--- src/rtl/bsg_clk_gen_pearl_tag_sequencer.sv ---
`default_nettype none
// ============================================================================
//  Module      : bsg_clk_gen_pearl_tag_sequencer
//  Description : Serializes parallel bsg_tag commands into tag packets that
//                program a bsg_clk_gen_pearl. After reset a master-reset
//                preamble of ones followed by a gap of zeros is emitted.
//                Each packet (LSB first per field) is:
//                  start(1) | len | data_not_reset | node_id | payload[len-1:0]
//                and is followed by a gap of zeros.
//  Revision    : 1.0 - initial release
// ============================================================================
module bsg_clk_gen_pearl_tag_sequencer #(
    parameter int ELS_P       = 16,
    parameter int LG_WIDTH_P  = 4,
    parameter int INIT_ONES_P = 32,
    parameter int GAP_P       = 4,
    localparam int c_ID_W     = (ELS_P > 1) ? $clog2(ELS_P) : 1,
    localparam int c_MAX_W    = (1 << LG_WIDTH_P) - 1
) (
    input  logic                  clk_i,
    input  logic                  reset_i,
    input  logic                  v_i,
    input  logic [c_ID_W-1:0]     node_id_i,
    input  logic                  data_not_reset_i,
    input  logic [LG_WIDTH_P-1:0] len_i,
    input  logic [c_MAX_W-1:0]    payload_i,
    output logic                  ready_o,
    output logic                  tag_data_o,
    output logic                  tag_en_o,
    output logic                  busy_o,
    output logic                  done_o
);

    // Header = start bit + length field + data/reset flag + node id.
    localparam int c_HDR_W      = 2 + LG_WIDTH_P + c_ID_W;
    localparam int c_PKT_W      = c_HDR_W + c_MAX_W;
    localparam int c_BIT_CNT_W  = (c_PKT_W > 0) ? $clog2(c_PKT_W + 1) : 1;
    localparam int c_INIT_CNT_W = $clog2(INIT_ONES_P + 1);
    localparam int c_GAP_CNT_W  = $clog2(GAP_P + 1);
    // One counter serves the preamble, the gap and the packet bit count, so
    // it is sized for whichever of them is longest.
    localparam int c_CNT_W0     = (c_BIT_CNT_W > c_INIT_CNT_W) ? c_BIT_CNT_W : c_INIT_CNT_W;
    localparam int c_CNT_W      = (c_CNT_W0 > c_GAP_CNT_W) ? c_CNT_W0 : c_GAP_CNT_W;

    localparam logic [1:0] c_ST_INIT = 2'd0;
    localparam logic [1:0] c_ST_GAP  = 2'd1;
    localparam logic [1:0] c_ST_IDLE = 2'd2;
    localparam logic [1:0] c_ST_SEND = 2'd3;

    localparam logic [c_CNT_W-1:0] c_INIT_CNT = c_CNT_W'(INIT_ONES_P);
    localparam logic [c_CNT_W-1:0] c_GAP_CNT  = c_CNT_W'(GAP_P);
    localparam logic [c_CNT_W-1:0] c_HDR_CNT  = c_CNT_W'(c_HDR_W);
    localparam logic [c_CNT_W-1:0] c_ONE_CNT  = c_CNT_W'(1);

    // With no gap configured, preamble and packets fall straight into IDLE.
    localparam logic [1:0]         c_ST_AFTER  = (GAP_P == 0) ? c_ST_IDLE : c_ST_GAP;
    localparam logic [c_CNT_W-1:0] c_CNT_AFTER = (GAP_P == 0) ? '0 : c_ONE_CNT;

    // r_cnt counts cycles already emitted in the current state; r_pkt_len is
    // the total bit count of the packet in flight.
    logic [1:0]         r_state;
    logic [c_CNT_W-1:0] r_cnt;
    logic [c_CNT_W-1:0] r_pkt_len;
    logic [c_PKT_W-1:0] r_shreg;
    logic               r_tag_data;
    logic               r_tag_en;
    logic               r_done;

    logic [1:0]         w_state_n;
    logic [c_CNT_W-1:0] w_cnt_n;
    logic [c_CNT_W-1:0] w_pkt_len_n;
    logic [c_PKT_W-1:0] w_shreg_n;
    logic               w_data_n;
    logic               w_done_n;
    logic [c_PKT_W-1:0] w_pkt;
    logic [c_CNT_W-1:0] w_pkt_len;
    logic [c_CNT_W-1:0] w_cnt_inc;

    assign ready_o    = (r_state == c_ST_IDLE);
    assign busy_o     = (r_state != c_ST_IDLE);
    assign tag_data_o = r_tag_data;
    assign tag_en_o   = r_tag_en;
    assign done_o     = r_done;

    // Next-state and next-output decode; outputs are registered so each
    // branch decides the bit that will be on the wire during the next cycle.
    always_comb begin
        w_pkt       = {payload_i, node_id_i, data_not_reset_i, len_i, 1'b1};
        w_pkt_len   = c_HDR_CNT + c_CNT_W'(len_i);
        w_cnt_inc   = r_cnt + c_ONE_CNT;
        w_state_n   = r_state;
        w_cnt_n     = r_cnt;
        w_pkt_len_n = r_pkt_len;
        w_shreg_n   = r_shreg;
        w_data_n    = 1'b0;
        w_done_n    = 1'b0;
        case (r_state)
            c_ST_INIT: begin
                if (r_cnt == c_INIT_CNT) begin
                    w_state_n = c_ST_AFTER;
                    w_cnt_n   = c_CNT_AFTER;
                end else begin
                    w_cnt_n  = w_cnt_inc;
                    w_data_n = 1'b1;
                end
            end
            c_ST_GAP: begin
                if (r_cnt == c_GAP_CNT) begin
                    w_state_n = c_ST_IDLE;
                    w_cnt_n   = '0;
                end else begin
                    w_cnt_n = w_cnt_inc;
                end
            end
            c_ST_IDLE: begin
                // Start bit goes out in the cycle right after acceptance.
                if (v_i && ready_o) begin
                    w_state_n   = c_ST_SEND;
                    w_cnt_n     = c_ONE_CNT;
                    w_pkt_len_n = w_pkt_len;
                    w_data_n    = w_pkt[0];
                    w_shreg_n   = w_pkt >> 1;
                    w_done_n    = (w_pkt_len == c_ONE_CNT);
                end
            end
            c_ST_SEND: begin
                if (r_cnt == r_pkt_len) begin
                    w_state_n = c_ST_AFTER;
                    w_cnt_n   = c_CNT_AFTER;
                end else begin
                    w_data_n  = r_shreg[0];
                    w_shreg_n = r_shreg >> 1;
                    w_cnt_n   = w_cnt_inc;
                    w_done_n  = (w_cnt_inc == r_pkt_len);
                end
            end
            default: begin
                w_state_n = c_ST_INIT;
                w_cnt_n   = '0;
            end
        endcase
    end

    // State and output registers; reset aborts any packet and restarts the
    // preamble, which also clears a truncated packet at the receiver.
    always_ff @(posedge clk_i) begin
        if (reset_i) begin
            r_state    <= c_ST_INIT;
            r_cnt      <= '0;
            r_pkt_len  <= '0;
            r_shreg    <= '0;
            r_tag_data <= 1'b0;
            r_tag_en   <= 1'b0;
            r_done     <= 1'b0;
        end else begin
            r_state    <= w_state_n;
            r_cnt      <= w_cnt_n;
            r_pkt_len  <= w_pkt_len_n;
            r_shreg    <= w_shreg_n;
            r_tag_data <= w_data_n;
            r_tag_en   <= 1'b1;
            r_done     <= w_done_n;
        end
    end

endmodule
`default_nettype wire

--- config.mk ---
export PLATFORM = sky130hd
export DESIGN_NAME = bsg_clk_gen_pearl_tag_sequencer
export DESIGN_NICKNAME = d
export VERILOG_FILES = /design/src/rtl/bsg_clk_gen_pearl_tag_sequencer.sv
export SDC_FILE = /design/constraint.sdc
export NUM_CORES = 1
export LEC_CHECK = 0
export CAP_MARGIN = 15
export CORE_MARGIN = 3
export CORE_UTILIZATION = 45
export DETAILED_ROUTE_END_ITERATION = 10
export GPL_ROUTABILITY_DRIVEN = 0
export GPL_TIMING_DRIVEN = 0
export MAX_ROUTING_LAYER = met4
export PLACE_DENSITY = 0.8
export SKIP_LAST_GASP = 1
export SLEW_MARGIN = 10
export SYNTH_ARGS = -nofsm -noshare
export SYNTH_HDL_FRONTEND = slang
export SYNTH_SLANG_ARGS = --single-unit
--- constraint.sdc ---
create_clock -name clk_i -period 2.2 [get_ports clk_i]
set_input_delay 0.33 -clock clk_i [delete_from_list [all_inputs] [get_ports clk_i]]
set_output_delay 0.33 -clock clk_i [all_outputs]
set_load 0.02 [all_outputs]
==> impl_results.md <==
* Startpoint Class: flop
* Synthesis Warnings at 0
* P&R area growth vs syn at 26.2%
* Clock skew at 0.00947 ns
* Outcome: finished, final reports clean
* Multi-input gate area at 1180 sq um
* Pwr dens at 774 nW/um^2
* Max frequency at 0.469 GHz
* # H-tree levels at 2
* Worst setup path startpoint: r_cnt[0]
* Netlist cell types at 40
* Synth area leader: dfxtp_1
* Num CTS Buffers at 5
* Setup repair after global routing missed its margin: true
* Die Area at 5470 sq um
* Core area at 4410 sq um
* Worst-path cell chain: inv_2, ha_1, or3b_4, nand3b_1, o22a_2, a211oi_4, mux2_4
* Top-area cell type share of the netlist area at 0.385
* Final setup fails at 0
* R2R setup slack at 0.07 ns
* EDFF count, synth at 0
* CTS Hold Bufs at 0
* Finished Layout Cells at 328
* Drt total wl at 4420 microns
* Die height at 74.0 microns
* All-layer global routing usage at 0.179
* Starting density of the core at 0.471
* DP HPWL at 3300 microns
* Sequential area share after synthesis at 0.385
* Vias at 1,784
* CTS root buf: clkbuf_8
* HP Start: reset_i
* Clk pwr share at 0.295
* Detail Route Antenna Nets at 0
* Internal Power at 0.00143 W
* Setup_tns at 0 ns
* Num rows at 24
* Io pins at 32
* Fillers at 396
* Final min period at 2.13 ns
* Syn Area/Cell at 8.96 sq um
* Primary FF master, synth: dfxtp_1
* Peak VDD IR at 0.430 mV
* HP Class: in2reg
* Count leader, synth: dfxtp_1
* Worst r2r src: r_cnt[0]
* Post-Place Cells at 314
* CTS tree: yes
* Final #Nets at 310
* Diodes inserted at 0
* CP arrival at 2.32 ns
* Syn Nets at 267
* Slowest CP cell: dfxtp_4
* Flop pwr share at 0.401
* Pins Over Slew Limit at 0
* Die extent in x at 74.0 microns
* Detailed Routing Iterations Pass 1 at 4
* Net switching power at 0.000601 W
* Slew margin rel. at 0.604
* Largest net degree at the start of global routing at 14
* Register area at 808 sq um
* Post-Syn Area at 2080 sq um
* Layout cell share with drive strength beyond 1 at 0.127
* Via/cell ratio at 5.44
* Critical path required time at 2.39 ns
* Power share of the combinational group at 0.305
* FF-to-FF End: r_state[0]
* Gate Count Post-Synth at 232
* Drt drc at 0
* Delay of the slowest critical-path stage at 0.36 ns
* Clk_lat worst skew at 0.30 ns
* Clock transition at path regs at 0.08 ns
* Clock sink total at 40
* Hold Vio Cnt, Final at 0
* Worst-case reg-to-reg path depth at 7
* CP endpoint kind: flop
* IO Port Bufs at 30
* Wire length of the first global-routing pass at 7440 microns
* Setup ws final at 0.0661 ns
* Worst Hold Path EP: tag_en_o
* FF+latch count, synth at 40
* Longest Clk Path Bufs at 2
* Leakage at 0.922 nW
* Number of DRC markers in iteration 0 at 55
* Initial antenna violation count at 0
* Max-cap violations at 0
* Crit Path Max Fanout at 4
* GRT overflow at 0
* Tot Pwr at 0.00203 W
* WL/cell at 13.5 microns
* Vias in the first global route at 1,645
* Pre-CTS WS at -0.209 ns
* Worst hold stages at 2
* Synth area leaders: dfxtp_1, mux2i_1, a211oi_1, nor2_1, ha_1
* Slew at the pin with the worst max-slew slack at 0.587 ns
* Tcrit/Tclk final at 0.970
* Most instantiated cells after synthesis: dfxtp_1, nor2_1, a211oi_1
* FFs w/ async S/R, synth at 0
* WS Path Type: reg2reg
* Sw Ratio at 0.296
==> cell usage in the layout (no fill, tap or decap), types with 7 or more instances in the layout <==
cell and instances:
clkdlybuf4s50_1 30, ha_1 7, nand2_1 12, mux2i_1 24
buf_4 7, a21oi_1 9, nor3_1 8, nor2_1 35
dfxtp_1 38, a211oi_1 28
==> sequential cells by signal, indices dropped and copies added, names as in the netlist <==
signal      flops
tag_en_o        1
r_shreg        24
r_pkt_len       5
tag_data_o      1
done_o          1
r_state         2
r_cnt           6
==> power by group through the flow <==
stage / logic (W) / clock network, W / registers (W)
3_5_place_dp: 0.000512 / 0 / 0.000841
2_1_floorplan: 0.000360 / 0 / 0.000841
4_1_cts: 0.000536 / 0.000615 / 0.000825
3_3_place_gp: 0.000501 / 0 / 0.000840
5_1_grt: 0.000688 / 0.000638 / 0.000819
6_report: 0.000619 / 0.000598 / 0.000813
==> repair_timing <==
item                       in CTS  in global routing
pin swaps                       1                  2
gates cloned                    0                  0
buffers inserted                2                  5
resized for setup               0                 11
setup endpoints to repair      21                 33
==> cell families after synthesis <==
| kind of cell | after synthesis | share of synthesized area |
|---|---|---|
| DFF | 40 | 0.385 |
| buffers and inverters | 23 | 0.0488 |
| AOI/OAI and AO/OA | 51 | 0.179 |
| and+or+nand+nor | 73 | 0.165 |
| xor gates and xnor gates | 12 | 0.0506 |
| muxes | 25 | 0.123 |
| adders and majority gates | 8 | 0.0482 |
==> critical path, delay by kind of cell, from the launching register on <==
family | cells | cell delay (ns)
muxes | 1 | 0.32
DFF | 1 | 0.36
buffers and inverters | 1 | 0.05
adders and majority gates | 1 | 0.12
and+or+nand+nor | 2 | 0.59
AOI/OAI and AO/OA | 2 | 0.59
==> layer usage <==
metal	vias up	global-route usage	share of wire
li1	918	-	-
met1	807	0.220	0.45
met2	49	0.282	0.48
met3	10	0.0419	0.049
met4	0	0.0744	0.019
met5	-	-	0
==> per-stage QoR <==
stage          hold slack (ns)  cell area (sq um)  utilization
2_1_floorplan            0.426               2080            -
3_3_place_gp             0.458               2440        0.554
3_5_place_dp             0.467               2440        0.554
4_1_cts                  0.446               2570        0.581
5_1_grt                  0.474               2620        0.594
6_report                 0.436               2620        0.594
==> final cells by class <==
type | count | area share
clock buffers | 5 | 0.0262
repair buffers | 37 | 0.135
well taps | 52 | 0.0248
plain buffers | 14 | 0.0277
flip-flops and latches | 40 | 0.308
inverters | 8 | 0.0115
clock inverters | 3 | 0.0162
multi-input cells | 169 | 0.451
==> worst max-delay path by stage <==
stage | endpoint | slack (ns) | cells past startpoint
finish | r_state[0] | 0.07 | 7
global route | r_shreg[18] | -0.01 | 8
CTS | r_shreg[18] | 0.03 | 8
detailed placement | r_shreg[18] | -0.21 | 8
global placement | r_shreg[18] | -0.17 | 8
floorplan | r_state[0] | 0.07 | 7
Note: power is estimated with default switching activity, not from simulation.
